[src/rtl/spi_reg_master_if.sv]
// Command/response bus of the SPI register master.
//   master modport : the requester (drives cmd_*, receives cmd_ready/rsp_*)
//   slave  modport : spi_reg_master itself
//   cmd_valid/cmd_ready : accept handshake, cmd_write/cmd_addr/cmd_wdata : command
//   rsp_valid : one-cycle completion pulse, rsp_rdata : last 8 MISO bits of frame
interface spi_reg_master_if;
  logic       cmd_valid;
  logic       cmd_ready;
  logic       cmd_write;
  logic [3:0] cmd_addr;
  logic [7:0] cmd_wdata;
  logic       rsp_valid;
  logic [7:0] rsp_rdata;

  modport master (
    output cmd_valid, cmd_write, cmd_addr, cmd_wdata,
    input  cmd_ready, rsp_valid, rsp_rdata
  );

  modport slave (
    input  cmd_valid, cmd_write, cmd_addr, cmd_wdata,
    output cmd_ready, rsp_valid, rsp_rdata
  );
endinterface

[src/rtl/spi_reg_master.sv]
// SPI (mode 0) register master: sends one 16-bit frame
// {write, 3'b000, addr[3:0], wdata | 8'h00} per command, MSB first, and returns
// the last 8 bits received on MISO.
// Ports:
//   clk, rst  : single clock, synchronous active-high reset
//   bus       : command/response interface (slave modport)
//   spi_cs_n  : chip select, active low
//   spi_clk   : SPI clock, idle low, half-period CLK_DIV clk cycles
//   spi_mosi  : serial data out, 0 whenever spi_cs_n is high
//   spi_miso  : serial data in, asynchronous (synchronized internally)
module spi_reg_master #(
  parameter int CLK_DIV = 4,
  parameter int CS_GAP  = 2
) (
  input  logic                   clk,
  input  logic                   rst,
  spi_reg_master_if.slave        bus,
  output logic                   spi_cs_n,
  output logic                   spi_clk,
  output logic                   spi_mosi,
  input  logic                   spi_miso
);

  localparam logic [7:0] DIV_LAST = 8'(CLK_DIV - 1);
  localparam logic [7:0] GAP_LAST = 8'(CS_GAP - 1);

  typedef enum logic [2:0] {
    ST_IDLE = 3'd0,
    ST_LOW  = 3'd1,
    ST_HIGH = 3'd2,
    ST_HOLD = 3'd3,
    ST_GAP  = 3'd4
  } state_t;

  state_t      state_r;
  logic [7:0]  phase_r;      // cycles left in the current state, counts down to 0
  logic [3:0]  bit_r;        // frame bit currently on MOSI, 15 down to 0
  logic [15:0] frame_r;
  logic [7:0]  rx_r;
  logic [1:0]  miso_sync_r;
  logic        cmd_ready_r;
  logic        rsp_valid_r;
  logic [7:0]  rsp_rdata_r;

  assign bus.cmd_ready = cmd_ready_r;
  assign bus.rsp_valid = rsp_valid_r;
  assign bus.rsp_rdata = rsp_rdata_r;

  // Two-flop synchronizer for the asynchronous MISO line.
  always_ff @(posedge clk) begin
    if (rst) begin
      miso_sync_r <= 2'b00;
    end else begin
      miso_sync_r <= {miso_sync_r[0], spi_miso};
    end
  end

  // Frame sequencer; every output is a register updated on state transitions.
  always_ff @(posedge clk) begin
    if (rst) begin
      state_r     <= ST_IDLE;
      phase_r     <= 8'd0;
      bit_r       <= 4'd0;
      frame_r     <= 16'h0000;
      rx_r        <= 8'h00;
      cmd_ready_r <= 1'b1;
      rsp_valid_r <= 1'b0;
      rsp_rdata_r <= 8'h00;
      spi_cs_n    <= 1'b1;
      spi_clk     <= 1'b0;
      spi_mosi    <= 1'b0;
    end else begin
      rsp_valid_r <= 1'b0;
      case (state_r)
        ST_IDLE: begin
          // cmd_ready_r is 1 throughout IDLE, so cmd_valid alone means accept.
          if (bus.cmd_valid) begin
            frame_r     <= {bus.cmd_write, 3'b000, bus.cmd_addr,
                            (bus.cmd_write ? bus.cmd_wdata : 8'h00)};
            state_r     <= ST_LOW;
            phase_r     <= DIV_LAST;
            bit_r       <= 4'd15;
            cmd_ready_r <= 1'b0;
            spi_cs_n    <= 1'b0;
            spi_clk     <= 1'b0;
            spi_mosi    <= bus.cmd_write;   // frame bit 15
          end
        end
        ST_LOW: begin
          if (phase_r == 8'd0) begin
            state_r <= ST_HIGH;
            phase_r <= DIV_LAST;
            spi_clk <= 1'b1;
          end else begin
            phase_r <= phase_r - 8'd1;
          end
        end
        ST_HIGH: begin
          if (phase_r == 8'd0) begin
            // Sample at the very end of HIGH so the slave had the whole
            // preceding LOW plus HIGH to settle through the synchronizer.
            rx_r    <= {rx_r[6:0], miso_sync_r[1]};
            phase_r <= DIV_LAST;
            spi_clk <= 1'b0;
            if (bit_r == 4'd0) begin
              state_r <= ST_HOLD;
            end else begin
              state_r  <= ST_LOW;
              bit_r    <= bit_r - 4'd1;
              spi_mosi <= frame_r[bit_r - 4'd1];
            end
          end else begin
            phase_r <= phase_r - 8'd1;
          end
        end
        ST_HOLD: begin
          if (phase_r == 8'd0) begin
            state_r     <= ST_GAP;
            phase_r     <= GAP_LAST;
            spi_cs_n    <= 1'b1;
            spi_mosi    <= 1'b0;
            rsp_valid_r <= 1'b1;
            rsp_rdata_r <= rx_r;
          end else begin
            phase_r <= phase_r - 8'd1;
          end
        end
        ST_GAP: begin
          if (phase_r == 8'd0) begin
            state_r     <= ST_IDLE;
            cmd_ready_r <= 1'b1;
          end else begin
            phase_r <= phase_r - 8'd1;
          end
        end
        default: begin
          state_r     <= ST_IDLE;
          phase_r     <= 8'd0;
          cmd_ready_r <= 1'b1;
          spi_cs_n    <= 1'b1;
          spi_clk     <= 1'b0;
          spi_mosi    <= 1'b0;
        end
      endcase
    end
  end

endmodule

[src/flat_wrapper.sv]
// flat-port wrapper written by rule: the top's interface ports become plain ports
module spi_reg_master_flat 
#(
  parameter int CLK_DIV = 4,
  parameter int CS_GAP  = 2
)
  (clk, rst, spi_cs_n, spi_clk, spi_mosi, spi_miso, bus_cmd_valid, bus_cmd_write, bus_cmd_addr, bus_cmd_wdata, bus_cmd_ready, bus_rsp_valid, bus_rsp_rdata);
  spi_reg_master_if bus_i ();
  input  logic clk;
  input  logic rst;
  output logic spi_cs_n;
  output logic spi_clk;
  output logic spi_mosi;
  input  logic spi_miso;
  input wire logic [$bits(bus_i.cmd_valid)-1:0] bus_cmd_valid;
  input wire logic [$bits(bus_i.cmd_write)-1:0] bus_cmd_write;
  input wire logic [$bits(bus_i.cmd_addr)-1:0] bus_cmd_addr;
  input wire logic [$bits(bus_i.cmd_wdata)-1:0] bus_cmd_wdata;
  output wire logic [$bits(bus_i.cmd_ready)-1:0] bus_cmd_ready;
  output wire logic [$bits(bus_i.rsp_valid)-1:0] bus_rsp_valid;
  output wire logic [$bits(bus_i.rsp_rdata)-1:0] bus_rsp_rdata;
  assign bus_i.cmd_valid = bus_cmd_valid;
  assign bus_i.cmd_write = bus_cmd_write;
  assign bus_i.cmd_addr = bus_cmd_addr;
  assign bus_i.cmd_wdata = bus_cmd_wdata;
  assign bus_cmd_ready = bus_i.cmd_ready;
  assign bus_rsp_valid = bus_i.rsp_valid;
  assign bus_rsp_rdata = bus_i.rsp_rdata;
  spi_reg_master #(.CLK_DIV(CLK_DIV), .CS_GAP(CS_GAP)) u_core (.clk(clk), .rst(rst), .bus(bus_i), .spi_cs_n(spi_cs_n), .spi_clk(spi_clk), .spi_mosi(spi_mosi), .spi_miso(spi_miso));
endmodule
[config.mk]
export PLATFORM = sky130hd
export DESIGN_NAME = spi_reg_master_flat
export DESIGN_NICKNAME = d
export VERILOG_FILES = /design/src/rtl/spi_reg_master_if.sv /design/src/rtl/spi_reg_master.sv /design/src/flat_wrapper.sv
export SDC_FILE = /design/constraint.sdc
export NUM_CORES = 1
export LEC_CHECK = 0
export CORE_UTILIZATION = 45
export CTS_CLUSTER_DIAMETER = 200
export DETAILED_ROUTE_END_ITERATION = 12
export PLACE_DENSITY = 0.63
export SETUP_SLACK_MARGIN = 0.5
export SLEW_MARGIN = 20
export SYNTH_ARGS = -nofsm -noshare
export SYNTH_HDL_FRONTEND = slang
export SYNTH_SLANG_ARGS = --single-unit
[constraint.sdc]
create_clock -name clk -period 6.3 [get_ports clk]
set_clock_uncertainty 0.05 [all_clocks]
set_input_delay 0.945 -clock clk [delete_from_list [all_inputs] [get_ports clk]]
set_output_delay 0.945 -clock clk [all_outputs]
set_load 0.01 [all_outputs]
==> flow_metrics.env <==
export IMPL_clk_latency_ns=0.30
export IMPL_crit_chain="clkdlybuf4s50_1 > inv_1 > or3_1 > a221oi_1 > nand2_1"
export IMPL_maxCapViolCount=0
export IMPL_crit_slowest_cell="or3_1"
export IMPL_power_density_mw_per_mm2=355
export IMPL_synth_ff_latch_count=51
export IMPL_ys_warn_count=0
export IMPL_syn_nets=301
export IMPL_multiInputGateArea_mm2=0.00124
export IMPL_htree_levels=2
export IMPL_cts_tree="done"
export IMPL_grt_max_degree=53
export IMPL_grt_pass1_wl_um=8020
export IMPL_slew_headroom=0.386
export IMPL_period_needed_ns=2.45
export IMPL_dieHeight_um=74.6
export IMPL_startpoint="bus_cmd_valid"
export IMPL_setup_violations=0
export IMPL_overflow=0
export IMPL_drv_slew=0
export IMPL_path_depth=5
export IMPL_regArea_mm2=0.00102
export IMPL_r2r_slack_ns=3.89
export IMPL_ir_drop_mv=0.144
export IMPL_cp_start_kind="primary input"
export IMPL_ctsResizeCount=0
export IMPL_critical_path_top_delay_family="buffers and inverters"
export IMPL_slowest_delay_ns=0.57
export IMPL_die_x_um=74.6
export IMPL_r2r_end="u_core.bus.rsp_rdata[6]"
export IMPL_rows=26
export IMPL_drive_gt1_frac=0.0808
export IMPL_fillers=491
export IMPL_cts_hold_buf=0
export IMPL_antenna_found_initial=0
export IMPL_drcViolationCount=0
export IMPL_ios=30
export IMPL_worst_pin_slew_ns=0.920
export IMPL_vias=1928
export IMPL_finalNonFillerCells=367
export IMPL_routabilityCongestion=0.815
export IMPL_nNetsFinal=318
export IMPL_num_antenna_cells=0
export IMPL_hold_viol_final=0
export IMPL_grt_use_total=0.189
export IMPL_ys_flop_type="dfxtp_1"
export IMPL_numClockSinks=51
export IMPL_cp_arrival_ns=2.60
export IMPL_yosysUniqueCellTypes=47
export IMPL_initial_core_util=0.465
export IMPL_worstPathMaxFanout=14
export IMPL_syn2layout_area_growth_pct=17.2
export IMPL_drtAntennaViolNets=0
export IMPL_worst_path_buf_inv=2
export IMPL_fin_crit_sh=0.390
export IMPL_clkTransAtPathRegs_ns=0.09
export IMPL_core_area_mm2=0.00511
export IMPL_wire_per_inst_um=12.8
export IMPL_synth_area_mm2=0.00237
export IMPL_rr_startpoint="u_core.phase_r[1]"
export IMPL_drt_wl_total_um=4700
export IMPL_syn_inst=280
export IMPL_synth_edf_count=0
export IMPL_cts_root_buf="clkbuf_8"
export IMPL_fmax_ghz=0.407
export IMPL_synth_seq_area_share=0.430
export IMPL_syn_mean_instance_area_um2=8.48
export IMPL_leakagePower_nw=1.05
export IMPL_cp_endpoint="u_core.spi_cs_n"
export IMPL_clk_path_buf_depth=2
export IMPL_p_total_mw=0.986
export IMPL_r2r_cells=7
export IMPL_die_area_mm2=0.00557
export IMPL_crit_type="in -> reg"
export IMPL_grt_setup_unrepaired="no"
export IMPL_critPathRequiredTime_ns=6.45
export IMPL_end_kind="register"
export IMPL_fin_util=0.545
export IMPL_place_inst=360
export IMPL_cts_setup_buffers=0
export IMPL_finalWorstSetupSlack_ns=3.85
export IMPL_async_flop_share=0
export IMPL_pre_cts_slack_ns=3.51
export IMPL_status="completed"
export IMPL_dp_hpwl_um=3190
export IMPL_hold_path_class="reg -> reg"
export IMPL_setup_tns_ns=0
export IMPL_drtPass1Iterations=4
export IMPL_viasPerCell=5.25
export IMPL_place_port_buffers=29
export IMPL_drt_iter0_drc=164
export IMPL_cts_buffers=5
export IMPL_grt_pass1_vias=1704
state kept, by name, indices dropped and copies added (netlist names):
register              count
u_core.spi_cs_n           1
u_core.spi_mosi           1
u_core.bit_r              4
u_core.bus.rsp_rdata      8
u_core.miso_sync_r        2
u_core.bus.cmd_ready      1
u_core.state_r            3
u_core.spi_clk            1
u_core.rx_r               8
u_core.bus.rsp_valid      1
u_core.phase_r            8
u_core.frame_r           13
stage by stage:
step,cell area [um^2],hold slack [ns]
floorplan,2370,0.364
global placement,2680,0.369
detailed placement,2680,0.380
CTS,2780,0.400
global route,2780,0.414
finish,2780,0.392
per-layer routing:
| metal | track usage | wire length [um] | part of all wire | vias up |
|---|---|---|---|---|
| met5 | 0 | 0 | 0 | - |
| li1 | - | - | - | 1003 |
| met1 | 0.259 | 2360 | 0.50 | 897 |
| met2 | 0.293 | 2200 | 0.47 | 26 |
| met3 | 0.0482 | 113 | 0.024 | 2 |
| met4 | 0.0566 | 27 | 0.0057 | 0 |
Yosys cell counts, types with 3 or more instances:
library cell	instances	area share
nor2_1	24	0.038
nand3_1	11	0.023
mux4_2	3	0.028
mux2i_1	10	0.042
a221oi_1	3	0.011
buf_2	3	0.0063
a2111oi_0	3	0.011
or3_1	4	0.011
o21ai_0	5	0.011
nor3_1	7	0.015
nand2_1	43	0.068
nor4_1	4	0.011
a31oi_1	4	0.011
ha_1	4	0.021
dfxtp_1	51	0.43
nor2b_1	4	0.011
clkbuf_1	15	0.024
xnor2_1	6	0.022
nor3_2	3	0.013
a21oi_1	29	0.061
inv_1	8	0.013
o21a_1	3	0.0095
area by class of cell:
type	instances	area share
timing repair buffer	30	0.105
sequential	51	0.367
tap	70	0.0315
multi-input combinational	201	0.447
clock buffer	5	0.0247
clock inverter	2	0.0135
inverter	8	0.0108
where the power goes:
part | internal (mW) | leakage [nW] | switching [mW]
registers | 0.363 | 0.416 | 0.0498
logic | 0.155 | 0.579 | 0.194
clock network | 0.116 | 0.0502 | 0.108
total | 0.635 | 1.05 | 0.352
placed cells by master, fill, tap and decap left out, types with 4 or more instances in the layout:
cell	n
dfxtp_1	51
nand2_1	43
a21oi_1	29
clkdlybuf4s50_1	28
nor2_1	24
nand3_1	11
mux2i_1	10
inv_1	8
nor3_1	7
xnor2_1	6
o21ai_0	5
clkbuf_8	5
nor4_1	4
nor2b_1	4
or3_1	4
a31oi_1	4
ha_1	4
kinds of logic (layout without fill, tap and decap cells):
kind of cell,count (synthesis),after routing,share of synthesized area
buffers and inverters,28,45,0.0459
adders and majority gates,5,5,0.0253
xor gates and xnor gates,7,7,0.0258
and+or+nand+nor,116,116,0.241
AOI/OAI and AO/OA,59,59,0.157
DFF,51,51,0.430
muxes,14,14,0.0754
how the worst min path moves through the flow:
stage / from / to / slack [ns] / cells past startpoint
after detailed placement: u_core.miso_sync_r[0] / u_core.miso_sync_r[1] / 0.38 / 1
after floorplan: u_core.miso_sync_r[0] / u_core.miso_sync_r[1] / 0.36 / 1
after global routing: u_core.miso_sync_r[0] / u_core.miso_sync_r[1] / 0.41 / 1
after global placement: u_core.miso_sync_r[0] / u_core.miso_sync_r[1] / 0.37 / 1
after CTS: u_core.miso_sync_r[1] / u_core.rx_r[0] / 0.40 / 2
final: u_core.miso_sync_r[1] / u_core.rx_r[0] / 0.39 / 2
worst min-delay path: cells and delay by family (launching register included):
family	cells	cell delay, ns
simple gates	1	0.04
flops	1	0.31
compound gates	1	0.05
No activity file was read; power rests on OpenSTA's default activity.
